<file path="src/rtl/i2c_xfer_seq_if.sv">
// WISHBONE master/slave bundle between i2c_xfer_seq and the I2C master core.
interface i2c_xfer_seq_if;
  logic [2:0] wbm_adr_o;
  logic [7:0] wbm_dat_o;
  logic [7:0] wbm_dat_i;
  logic       wbm_we_o;
  logic       wbm_stb_o;
  logic       wbm_cyc_o;
  logic       wbm_ack_i;

  modport master (
    output wbm_adr_o, wbm_dat_o, wbm_we_o, wbm_stb_o, wbm_cyc_o,
    input  wbm_dat_i, wbm_ack_i
  );

  modport slave (
    input  wbm_adr_o, wbm_dat_o, wbm_we_o, wbm_stb_o, wbm_cyc_o,
    output wbm_dat_i, wbm_ack_i
  );
endinterface

</file>
<file path="src/rtl/i2c_xfer_seq.sv">
// Sequencer turning one-byte I2C register reads/writes into I2C master core accesses.
// Define I2C_SEQ_TIMEOUT_EN to bound each TIP poll to POLL_MAX status reads.
module i2c_xfer_seq #(
  parameter logic [15:0] PRESCALE = 16'd99
`ifdef I2C_SEQ_TIMEOUT_EN
  , parameter int unsigned POLL_MAX = 1024
`endif
) (
  input  logic       wb_clk_i,
  input  logic       wb_rst_i,
  input  logic       req_i,
  input  logic       rnw_i,
  input  logic [6:0] dev_i,
  input  logic [7:0] reg_i,
  input  logic [7:0] wdata_i,
  output logic       ready_o,
  output logic       done_o,
  output logic [1:0] err_o,
  output logic [7:0] rdata_o,
  i2c_xfer_seq_if.master wbm
);

  typedef enum logic [3:0] {
    S_INIT_LO, S_INIT_HI, S_INIT_CTR, S_IDLE, S_TXR, S_CR,
    S_WAIT, S_RXR, S_STOP, S_STOP_WAIT, S_DONE
  } state_e;

  state_e     state_q, state_d;
  logic       stb_q, stb_d, we_q, we_d;
  logic [2:0] adr_q, adr_d;
  logic [7:0] dat_q, dat_d;
  logic [1:0] phase_q, phase_d, err_q, err_d;
  logic [7:0] rdata_q, rdata_d;
  logic       rnw_q, rnw_d;
  logic [6:0] dev_q, dev_d;
  logic [7:0] rg_q, rg_d, wdata_q, wdata_d;
`ifdef I2C_SEQ_TIMEOUT_EN
  localparam int unsigned CW = $clog2(POLL_MAX + 1);
  logic [CW-1:0] poll_q, poll_d;
`endif

  logic       acc_en, acc_we, xfer_done;
  logic [2:0] acc_adr;
  logic [7:0] acc_dat, txr_val, cr_val;

  always_ff @(posedge wb_clk_i) begin
    if (!wb_rst_i) begin
      state_q <= S_INIT_LO;
      stb_q   <= 1'b0;
      we_q    <= 1'b0;
      adr_q   <= '0;
      dat_q   <= '0;
      phase_q <= '0;
      err_q   <= '0;
      rdata_q <= '0;
      rnw_q   <= 1'b0;
      dev_q   <= '0;
      rg_q    <= '0;
      wdata_q <= '0;
`ifdef I2C_SEQ_TIMEOUT_EN
      poll_q  <= '0;
`endif
    end else begin
      state_q <= state_d;
      stb_q   <= stb_d;
      we_q    <= we_d;
      adr_q   <= adr_d;
      dat_q   <= dat_d;
      phase_q <= phase_d;
      err_q   <= err_d;
      rdata_q <= rdata_d;
      rnw_q   <= rnw_d;
      dev_q   <= dev_d;
      rg_q    <= rg_d;
      wdata_q <= wdata_d;
`ifdef I2C_SEQ_TIMEOUT_EN
      poll_q  <= poll_d;
`endif
    end
  end

  // Per-state bus access descriptor; phase 3 exists only for reads.
  always_comb begin
    txr_val = '0;
    cr_val  = '0;
    case (phase_q)
      2'd0:    begin txr_val = {dev_q, 1'b0}; cr_val = 8'h90; end
      2'd1:    begin txr_val = rg_q;          cr_val = 8'h10; end
      2'd2:    begin
        txr_val = rnw_q ? {dev_q, 1'b1} : wdata_q;
        cr_val  = rnw_q ? 8'h90 : 8'h50;
      end
      default: cr_val = 8'h68;
    endcase
    acc_en  = 1'b1;
    acc_adr = '0;
    acc_dat = '0;
    acc_we  = 1'b0;
    case (state_q)
      S_INIT_LO:           begin acc_adr = 3'd0; acc_dat = PRESCALE[7:0];  acc_we = 1'b1; end
      S_INIT_HI:           begin acc_adr = 3'd1; acc_dat = PRESCALE[15:8]; acc_we = 1'b1; end
      S_INIT_CTR:          begin acc_adr = 3'd2; acc_dat = 8'h80;          acc_we = 1'b1; end
      S_TXR:               begin acc_adr = 3'd3; acc_dat = txr_val;        acc_we = 1'b1; end
      S_CR:                begin acc_adr = 3'd4; acc_dat = cr_val;         acc_we = 1'b1; end
      S_STOP:              begin acc_adr = 3'd4; acc_dat = 8'h40;          acc_we = 1'b1; end
      S_WAIT, S_STOP_WAIT: acc_adr = 3'd4;
      S_RXR:               acc_adr = 3'd3;
      default:             acc_en = 1'b0;
    endcase
    xfer_done = stb_q & wbm.wbm_ack_i;
  end

  always_comb begin
    state_d = state_q;
    stb_d   = stb_q;
    we_d    = we_q;
    adr_d   = adr_q;
    dat_d   = dat_q;
    phase_d = phase_q;
    err_d   = err_q;
    rdata_d = rdata_q;
    rnw_d   = rnw_q;
    dev_d   = dev_q;
    rg_d    = rg_q;
    wdata_d = wdata_q;
`ifdef I2C_SEQ_TIMEOUT_EN
    poll_d  = poll_q;
`endif
    // An access state launches in its first cycle with stb low, which also
    // guarantees one idle bus cycle between consecutive accesses.
    if (acc_en) begin
      if (!stb_q) begin
        stb_d = 1'b1;
        adr_d = acc_adr;
        dat_d = acc_dat;
        we_d  = acc_we;
      end else if (wbm.wbm_ack_i) begin
        stb_d = 1'b0;
      end
    end
    case (state_q)
      S_INIT_LO:  if (xfer_done) state_d = S_INIT_HI;
      S_INIT_HI:  if (xfer_done) state_d = S_INIT_CTR;
      S_INIT_CTR: if (xfer_done) state_d = S_IDLE;
      S_IDLE: if (req_i) begin
        rnw_d   = rnw_i;
        dev_d   = dev_i;
        rg_d    = reg_i;
        wdata_d = wdata_i;
        phase_d = '0;
        err_d   = '0;
        state_d = S_TXR;
      end
      S_TXR: if (xfer_done) state_d = S_CR;
      S_CR: if (xfer_done) begin
        state_d = S_WAIT;
`ifdef I2C_SEQ_TIMEOUT_EN
        poll_d  = '0;
`endif
      end
      S_WAIT: if (xfer_done) begin
        if (!wbm.wbm_dat_i[1]) begin
          if (wbm.wbm_dat_i[5]) begin
            err_d   = 2'd2;
            state_d = S_DONE;
          end else if (wbm.wbm_dat_i[7] && phase_q != 2'd3) begin
            err_d   = 2'd1;
            state_d = S_STOP;
          end else if (phase_q == 2'd3) begin
            state_d = S_RXR;
          end else if (phase_q == 2'd2 && !rnw_q) begin
            state_d = S_DONE;
          end else begin
            phase_d = phase_q + 2'd1;
            state_d = (phase_q == 2'd2) ? S_CR : S_TXR;
          end
        end
`ifdef I2C_SEQ_TIMEOUT_EN
        else if (poll_q == CW'(POLL_MAX - 1)) begin
          err_d   = 2'd3;
          state_d = S_STOP;
        end else begin
          poll_d = poll_q + CW'(1);
        end
`endif
      end
      S_RXR: if (xfer_done) begin
        rdata_d = wbm.wbm_dat_i;
        state_d = S_DONE;
      end
      S_STOP:      if (xfer_done) state_d = S_STOP_WAIT;
      S_STOP_WAIT: if (xfer_done && !wbm.wbm_dat_i[1]) state_d = S_DONE;
      S_DONE:      state_d = S_IDLE;
      default:     state_d = S_INIT_LO;
    endcase
  end

  always_comb begin
    ready_o       = (state_q == S_IDLE);
    done_o        = (state_q == S_DONE);
    err_o         = err_q;
    rdata_o       = rdata_q;
    wbm.wbm_adr_o = adr_q;
    wbm.wbm_dat_o = dat_q;
    wbm.wbm_we_o  = we_q;
    wbm.wbm_stb_o = stb_q;
    wbm.wbm_cyc_o = stb_q;
  end

endmodule

</file>
<file path="src/flat_wrapper.sv">
// flat-port wrapper written by rule: the top's interface ports become plain ports
module i2c_xfer_seq_flat 
#(
  parameter logic [15:0] PRESCALE = 16'd99

)
  (wb_clk_i, wb_rst_i, req_i, rnw_i, dev_i, reg_i, wdata_i, ready_o, done_o, err_o, rdata_o, wbm_wbm_adr_o, wbm_wbm_dat_o, wbm_wbm_we_o, wbm_wbm_stb_o, wbm_wbm_cyc_o, wbm_wbm_dat_i, wbm_wbm_ack_i);
  i2c_xfer_seq_if wbm_i ();
  input  logic wb_clk_i;
  input  logic wb_rst_i;
  input  logic req_i;
  input  logic rnw_i;
  input  logic [6:0] dev_i;
  input  logic [7:0] reg_i;
  input  logic [7:0] wdata_i;
  output logic ready_o;
  output logic done_o;
  output logic [1:0] err_o;
  output logic [7:0] rdata_o;
  output wire logic [$bits(wbm_i.wbm_adr_o)-1:0] wbm_wbm_adr_o;
  output wire logic [$bits(wbm_i.wbm_dat_o)-1:0] wbm_wbm_dat_o;
  output wire logic [$bits(wbm_i.wbm_we_o)-1:0] wbm_wbm_we_o;
  output wire logic [$bits(wbm_i.wbm_stb_o)-1:0] wbm_wbm_stb_o;
  output wire logic [$bits(wbm_i.wbm_cyc_o)-1:0] wbm_wbm_cyc_o;
  input wire logic [$bits(wbm_i.wbm_dat_i)-1:0] wbm_wbm_dat_i;
  input wire logic [$bits(wbm_i.wbm_ack_i)-1:0] wbm_wbm_ack_i;
  assign wbm_wbm_adr_o = wbm_i.wbm_adr_o;
  assign wbm_wbm_dat_o = wbm_i.wbm_dat_o;
  assign wbm_wbm_we_o = wbm_i.wbm_we_o;
  assign wbm_wbm_stb_o = wbm_i.wbm_stb_o;
  assign wbm_wbm_cyc_o = wbm_i.wbm_cyc_o;
  assign wbm_i.wbm_dat_i = wbm_wbm_dat_i;
  assign wbm_i.wbm_ack_i = wbm_wbm_ack_i;
  i2c_xfer_seq #(.PRESCALE(PRESCALE)) u_core (.wb_clk_i(wb_clk_i), .wb_rst_i(wb_rst_i), .req_i(req_i), .rnw_i(rnw_i), .dev_i(dev_i), .reg_i(reg_i), .wdata_i(wdata_i), .ready_o(ready_o), .done_o(done_o), .err_o(err_o), .rdata_o(rdata_o), .wbm(wbm_i));
endmodule
</file>
<file path="config.mk">
export PLATFORM = sky130hd
export DESIGN_NAME = i2c_xfer_seq_flat
export DESIGN_NICKNAME = d
export VERILOG_FILES = /design/src/rtl/i2c_xfer_seq_if.sv /design/src/rtl/i2c_xfer_seq.sv /design/src/flat_wrapper.sv
export SDC_FILE = /design/constraint.sdc
export NUM_CORES = 1
export LEC_CHECK = 0
export CAP_MARGIN = 10
export CORE_UTILIZATION = 53
export CTS_BUF_LIST = sky130_fd_sc_hd__clkbuf_16
export CTS_CLUSTER_SIZE = 12
export DETAILED_ROUTE_END_ITERATION = 16
export PLACE_DENSITY = 0.82
export SYNTH_ARGS = -nofsm -noshare
export SYNTH_HDL_FRONTEND = slang
export SYNTH_SLANG_ARGS = --single-unit
</file>
<file path="constraint.sdc">
create_clock -name wb_clk_i -period 2.9 [get_ports wb_clk_i]
set_input_delay 0.435 -clock wb_clk_i [delete_from_list [all_inputs] [get_ports wb_clk_i]]
set_output_delay 0.435 -clock wb_clk_i [all_outputs]
set_load 0.02 [all_outputs]
</file>
Yosys cells after proc, flatten, opt, wreduce, memory -nomap -nowiden --
Index checks and enable logic that the tools add are counted.
Storage, ports and cells: bits in registers 53, bits in latches 0, RAM bits 0, bits in read-only memories 0, bits of input ports 36, output and inout port bits 26, word-level logic and storage cells 103, memories kept 0
Cells by class: add/subtract/negate cells 1, multipliers 0, divide/modulo/power cells 0, $lt $le $gt $ge 0, equal/unequal tests 30, shifts and indexed selects 0, mux-type cells 40, bitwise operators 2, reduce and logical (&&, ||, !) cells 18
Operator list (number):
- $mux 4 | 15
- $pmux 8 s3 | 2
- $pmux 4 s11 | 1
- $pmux 8 s5 | 1
- $mux 2 | 11
- $ne 2x1->1 const B | 9
- $eq 4x3->1 const B | 4
- $mux 8 | 2
- $ne 2x2->1 const B | 7
- $eq 4x4->1 const B | 3
- $pmux 3 s4 | 1
- $reduce_and 11->1 | 1
- $reduce_or 9->1 | 1
- $eq 4x2->1 const B | 2
- $pmux 2 s2 | 2
- $reduce_and 8->1 | 1
- $reduce_and 2->1 | 3
- $reduce_or 6->1 | 1
- $mux 1 | 5
- $reduce_and 5->1 | 1
- $eq 2x2->1 const B | 2
- $eq 4x1->1 const B | 1
- $logic_not 4->1 | 1
- $reduce_or 4->1 | 1
- other kinds (10) | 13

Depth between registers and ports, before layout --
word-level depth 9, gate-level depth with buffers 8, depth with buffers taken out 7

Least setup slack after synthesis --
Ideal clock, no wire load.
path type register to register, start point reg u_core.phase_q[0], end point reg u_core.phase_q[0], library setup time 0.075 ns, arrival time 1.795 ns, data required time 2.825 ns, path slack 1.030 ns, stages on the path, launching flop included 7, buffers on the path 0, period minus slack after synthesis 1.870 ns, cells stage by stage dfxtp_1 inv_1 ha_1 nor2b_1 or4_1 or3b_1 o22ai_1
On the way: longest elaborated chain between the ends 8, elaborated cells between the ends (all ways) 17, classes of those cells add/sub (1); eq/ne (6); mux (7); reduce/logical (3)
Ends and longest elaborated chain:
- start: declaration | line i2c_xfer_seq.sv:32 | logic [1:0] phase_q, phase_d, err_q, err_d;
- start signal: assignment | line i2c_xfer_seq.sv:69 | phase_q <= phase_d;
- $add 2x1->2 | line i2c_xfer_seq.sv:174 | phase_d = phase_q + 2'd1;
- $mux 2 | line i2c_xfer_seq.sv:171 | end else if (phase_q == 2'd2 && !rnw_q) begin
- $mux 2 | line i2c_xfer_seq.sv:169 | end else if (phase_q == 2'd3) begin
- $mux 2 | line i2c_xfer_seq.sv:166 | end else if (wbm.wbm_dat_i[7] && phase_q != 2'd3) begin
- $mux 2 | line i2c_xfer_seq.sv:163 | if (wbm.wbm_dat_i[5]) begin
- $mux 2 | line i2c_xfer_seq.sv:162 | if (!wbm.wbm_dat_i[1]) begin
- $mux 2 | line i2c_xfer_seq.sv:161 | S_WAIT: if (xfer_done) begin
- $pmux 2 s2 | line i2c_xfer_seq.sv:141 | case (state_q)
Parallel ways exist; a longest one is shown, timed or not. The select of a mux whose other input is x is not followed. A chain may end at the register's enable or synchronous reset.

Final worst setup path --
start point reg u_core.state_q[0], end point out ready_o
On the way: longest elaborated chain between the ends 1
Ends and longest elaborated chain:
- start: declaration | line i2c_xfer_seq.sv:28 | state_e state_q, state_d;
- start signal: assignment | line i2c_xfer_seq.sv:64 | state_q <= state_d;
- $eq 4x2->1 | line i2c_xfer_seq.sv:199 | ready_o = (state_q == S_IDLE);
- end: declaration | line flat_wrapper.sv:16 | output logic ready_o;
Every way passes these cells.

==> results.sh <==
export IMPL_tightest_slew_ns=0.800
export IMPL_fin_setup_tns_ns=0
export IMPL_first_pass_iters=5
export IMPL_drtAntennaViolNets=0
export IMPL_grt_antenna_before_repair=0
export IMPL_numCtsBuffers=5
export IMPL_drc=0
export IMPL_totalWireLength_mm=6.88
export IMPL_core_rowCount=25
export IMPL_ctsRootBufferMaster="clkbuf_16"
export IMPL_post_cts_buffers=0
export IMPL_synth_ff_type="dfxtp_1"
export IMPL_drt_vias_per_instance=5.79
export IMPL_finalCritPeriodShare_pct=77.9
export IMPL_diodes=0
export IMPL_status="finished, final reports clean"
export IMPL_routed_wl_met3_um=450
export IMPL_drt_met1_wl_mm=2.97
export IMPL_cp_arrival_ns=1.82
export IMPL_gr_usage_all_layers_pct=28.3
export IMPL_grt_pass1_wl_mm=11.6
export IMPL_slew_headroom_pct=46.3
export IMPL_htreeDepth=2
export IMPL_cp_depth=3
export IMPL_fin_nets=423
export IMPL_start_kind="flop"
export IMPL_rsz0062_at_grt="false"
export IMPL_holdCritPathClass="reg -> reg"
export IMPL_die_x_um=72.4
export IMPL_synth_nets=369
export IMPL_yosysWarnings=0
export IMPL_start_util_pct=55.2
export IMPL_path_class="reg -> out"
export IMPL_synth_seq_cells=53
export IMPL_switching_share_pct=25.6
export IMPL_cp_end_kind="output port"
export IMPL_synth_edf_count=0
export IMPL_cts_tree="done"
export IMPL_syn_area_per_cell_sq_um=8.01
export IMPL_r2r_slack_ns=0.74
export IMPL_leakage_nw=1.18
export IMPL_cts_resized=0
export IMPL_reg2reg_from="u_core.phase_q[0]$_SDFFE_PN0P_"
export IMPL_grt_pass1_vias=2430
export IMPL_die_h_um=72.4
export IMPL_portBuffers=61
export IMPL_die_area_sq_um=5240
export IMPL_path_clk_slew_ns=0.07
export IMPL_cap_viol_max_count=0
export IMPL_dp_cells=442
export IMPL_clock_sinks=53
export IMPL_peakVddDrop_uv=358
export IMPL_avgRoutedWirePerCell_um=15.3
export IMPL_hold_ws_ns=0.462
export IMPL_drive_gt1_share_pct=8.09
export IMPL_synth_cell_types=58
export IMPL_critPathTopFamily="buffers and inverters"
export IMPL_max_clock_freq_mhz=443
export IMPL_reg2reg_depth=6
export IMPL_p_sw_mw=0.405
export IMPL_cp_max_fo=8
export IMPL_core_sq_um=4750
export IMPL_clkPwrFrac_pct=36.5
export IMPL_cp_endpoint="ready_o"
export IMPL_post_route_min_period_ns=2.26
export IMPL_r2r_end="u_core.phase_q[0]$_SDFFE_PN0P_"
export IMPL_grt_overflow_total=0
export IMPL_crit_path_top_delay_cell="clkdlybuf4s50_1"
export IMPL_syn_inst=328
export IMPL_num_io_pins=62
export IMPL_stdcell_count=450
export IMPL_async_flop_share_pct=0
export IMPL_drtIter0Drc=256
export IMPL_ctsHoldBuffers=0
export IMPL_vias=2607
export IMPL_synthToLayoutAreaGrowth_pct=29.8
export IMPL_critPathMaxStageDelay_ns=0.62
export IMPL_power_density_nw_per_um2=465
export IMPL_critPathLaunch="u_core.state_q[0]$_SDFFE_PN0P_"
export IMPL_power_frac_comb_pct=15.4
export IMPL_wl_met2_mm=3.31
export IMPL_hold_viol=0
export IMPL_hpwlAfterDp_mm=4.92
export IMPL_crit_buf_inv=1
export IMPL_top_layer="met4"
export IMPL_clock_path_buffers=2
export IMPL_seqPwrFrac_pct=48.1
export IMPL_synth_seq_area_share_pct=40.4
export IMPL_netlist_area_sq_um=2630
export IMPL_final_setup_viol_count=0
export IMPL_insertion_delay_ns=0.29
export IMPL_path_cells="nor2b_1, and2_1, clkdlybuf4s50_1"
export IMPL_fin_skew_ns=0.00425
export IMPL_globalplace_congestion=0.861
export IMPL_grt_start_max_net_pins=25
export IMPL_required_ns=2.47
export IMPL_power_internal_mw=1.18
export IMPL_slew_violations=0
flip-flops by register name, indices dropped and copies added, names as in the netlist:
name and cells:
u_core.dev_q 7, u_core.err_o 2, u_core.phase_q 2, u_core.rdata_o 8, u_core.rg_q 8, u_core.rnw_q 1
u_core.state_q 4, u_core.wbm.wbm_adr_o 3, u_core.wbm.wbm_cyc_o 1, u_core.wbm.wbm_dat_o 8, u_core.wbm.wbm_we_o 1, u_core.wdata_q 8
area by class of cell:
| class | count | area [sq um] |
|---|---|---|
| multi-input cells | 245 | 1420 |
| fillers | 382 | 1350 |
| flip-flops and latches | 53 | 1060 |
| repair buffers | 70 | 678 |
| clock buffers | 5 | 125 |
| well taps | 67 | 83.8 |
| inverters | 7 | 26.3 |
| clock inverters | 3 | 18.8 |
cells in the final DEF, fill, tap and decap left out, types with 4 or more instances in the layout:
cell / n
a21oi_1: 41
a222oi_1: 5
buf_4: 9
clkbuf_16: 5
clkdlybuf4s50_1: 61
dfxtp_1: 53
ha_1: 5
inv_1: 6
mux2i_1: 8
nand2_1: 67
nand3_1: 6
nor2_1: 27
nor2b_1: 4
o21ai_0: 17
o21ai_1: 7
power groups by stage:
stage / clock [mW] / sequential [mW] / combinational (mW)
after CTS: 0.582 / 0.762 / 0.240
after detailed placement: 0 / 0.779 / 0.238
after global routing: 0.613 / 0.764 / 0.265
after global placement: 0 / 0.777 / 0.236
final: 0.578 / 0.762 / 0.243
after floorplan: 0 / 0.790 / 0.121
worst register-to-register path, stage by stage, from the launching register on:
cell and delay [ns]:
dfxtp_1 0.42, inv_1 0.11, ha_1 0.24, nor2b_1 0.26, or4_1 0.52, or3b_1 0.38
o22ai_1 0.16
cells by family after synthesis:
logic type	after synthesis	synth area share, %
AND/OR/NAND/NOR	132	23.9
AO/OA/AOI/OAI	99	24.3
flip-flops	53	40.4
buffers and inverters	30	5.67
multiplexers	8	3.05
adder cells (fa/ha/maj)	5	2.38
XOR/XNOR	1	0.334
metrics by stage:
stage	setup slack (ns)	total power [mW]	utilization (%)	instance area, sq um
finish	0.640	1.58	71.7	3410
global route	0.527	1.64	71.7	3410
CTS	0.656	1.58	71.7	3410
detailed placement	0.749	1.02	68.7	3270
global placement	0.779	1.01	68.7	3270
floorplan	1.03	0.911	-	2630
synth_stat cells, types with 3 or more instances:
cell | instances | share of area, %
a21oi_1 | 41 | 7.8
a222oi_1 | 5 | 1.9
a31oi_1 | 3 | 0.71
and3_1 | 3 | 0.71
buf_2 | 5 | 0.95
buf_6 | 3 | 1.3
clkbuf_1 | 13 | 1.9
dfxtp_1 | 53 | 40
ha_1 | 5 | 2.4
inv_1 | 5 | 0.71
mux2i_1 | 8 | 3.0
nand2_1 | 67 | 9.6
nand3_1 | 6 | 1.1
nor2_1 | 27 | 3.9
nor2b_1 | 4 | 0.95
nor3_1 | 3 | 0.57
o21ai_0 | 17 | 3.2
o21ai_1 | 7 | 1.3
o32ai_1 | 3 | 1.0
metal layers:
layer | up-vias | global-route usage, %
met4 | 0 | 10.2
li1 | 1262 | -
met3 | 18 | 4.72
met2 | 118 | 46.3
met1 | 1209 | 37.5
met5 | - | 0
worst min path at each step:
stage	from	endpoint	slack (ns)	cells after the start
floorplan	u_core.wdata_q[0]$_SDFFE_PN0P_	u_core.wdata_q[0]$_SDFFE_PN0P_	0.43	2
global placement	u_core.wdata_q[5]$_SDFFE_PN0P_	u_core.wdata_q[5]$_SDFFE_PN0P_	0.44	2
detailed placement	u_core.rg_q[7]$_SDFFE_PN0P_	u_core.rg_q[7]$_SDFFE_PN0P_	0.45	2
CTS	u_core.rg_q[7]$_SDFFE_PN0P_	u_core.rg_q[7]$_SDFFE_PN0P_	0.46	2
global route	u_core.rg_q[7]$_SDFFE_PN0P_	u_core.rg_q[7]$_SDFFE_PN0P_	0.47	2
finish	u_core.wdata_q[4]$_SDFFE_PN0P_	u_core.wdata_q[4]$_SDFFE_PN0P_	0.46	2
Power figures use the tool's default switching activity.
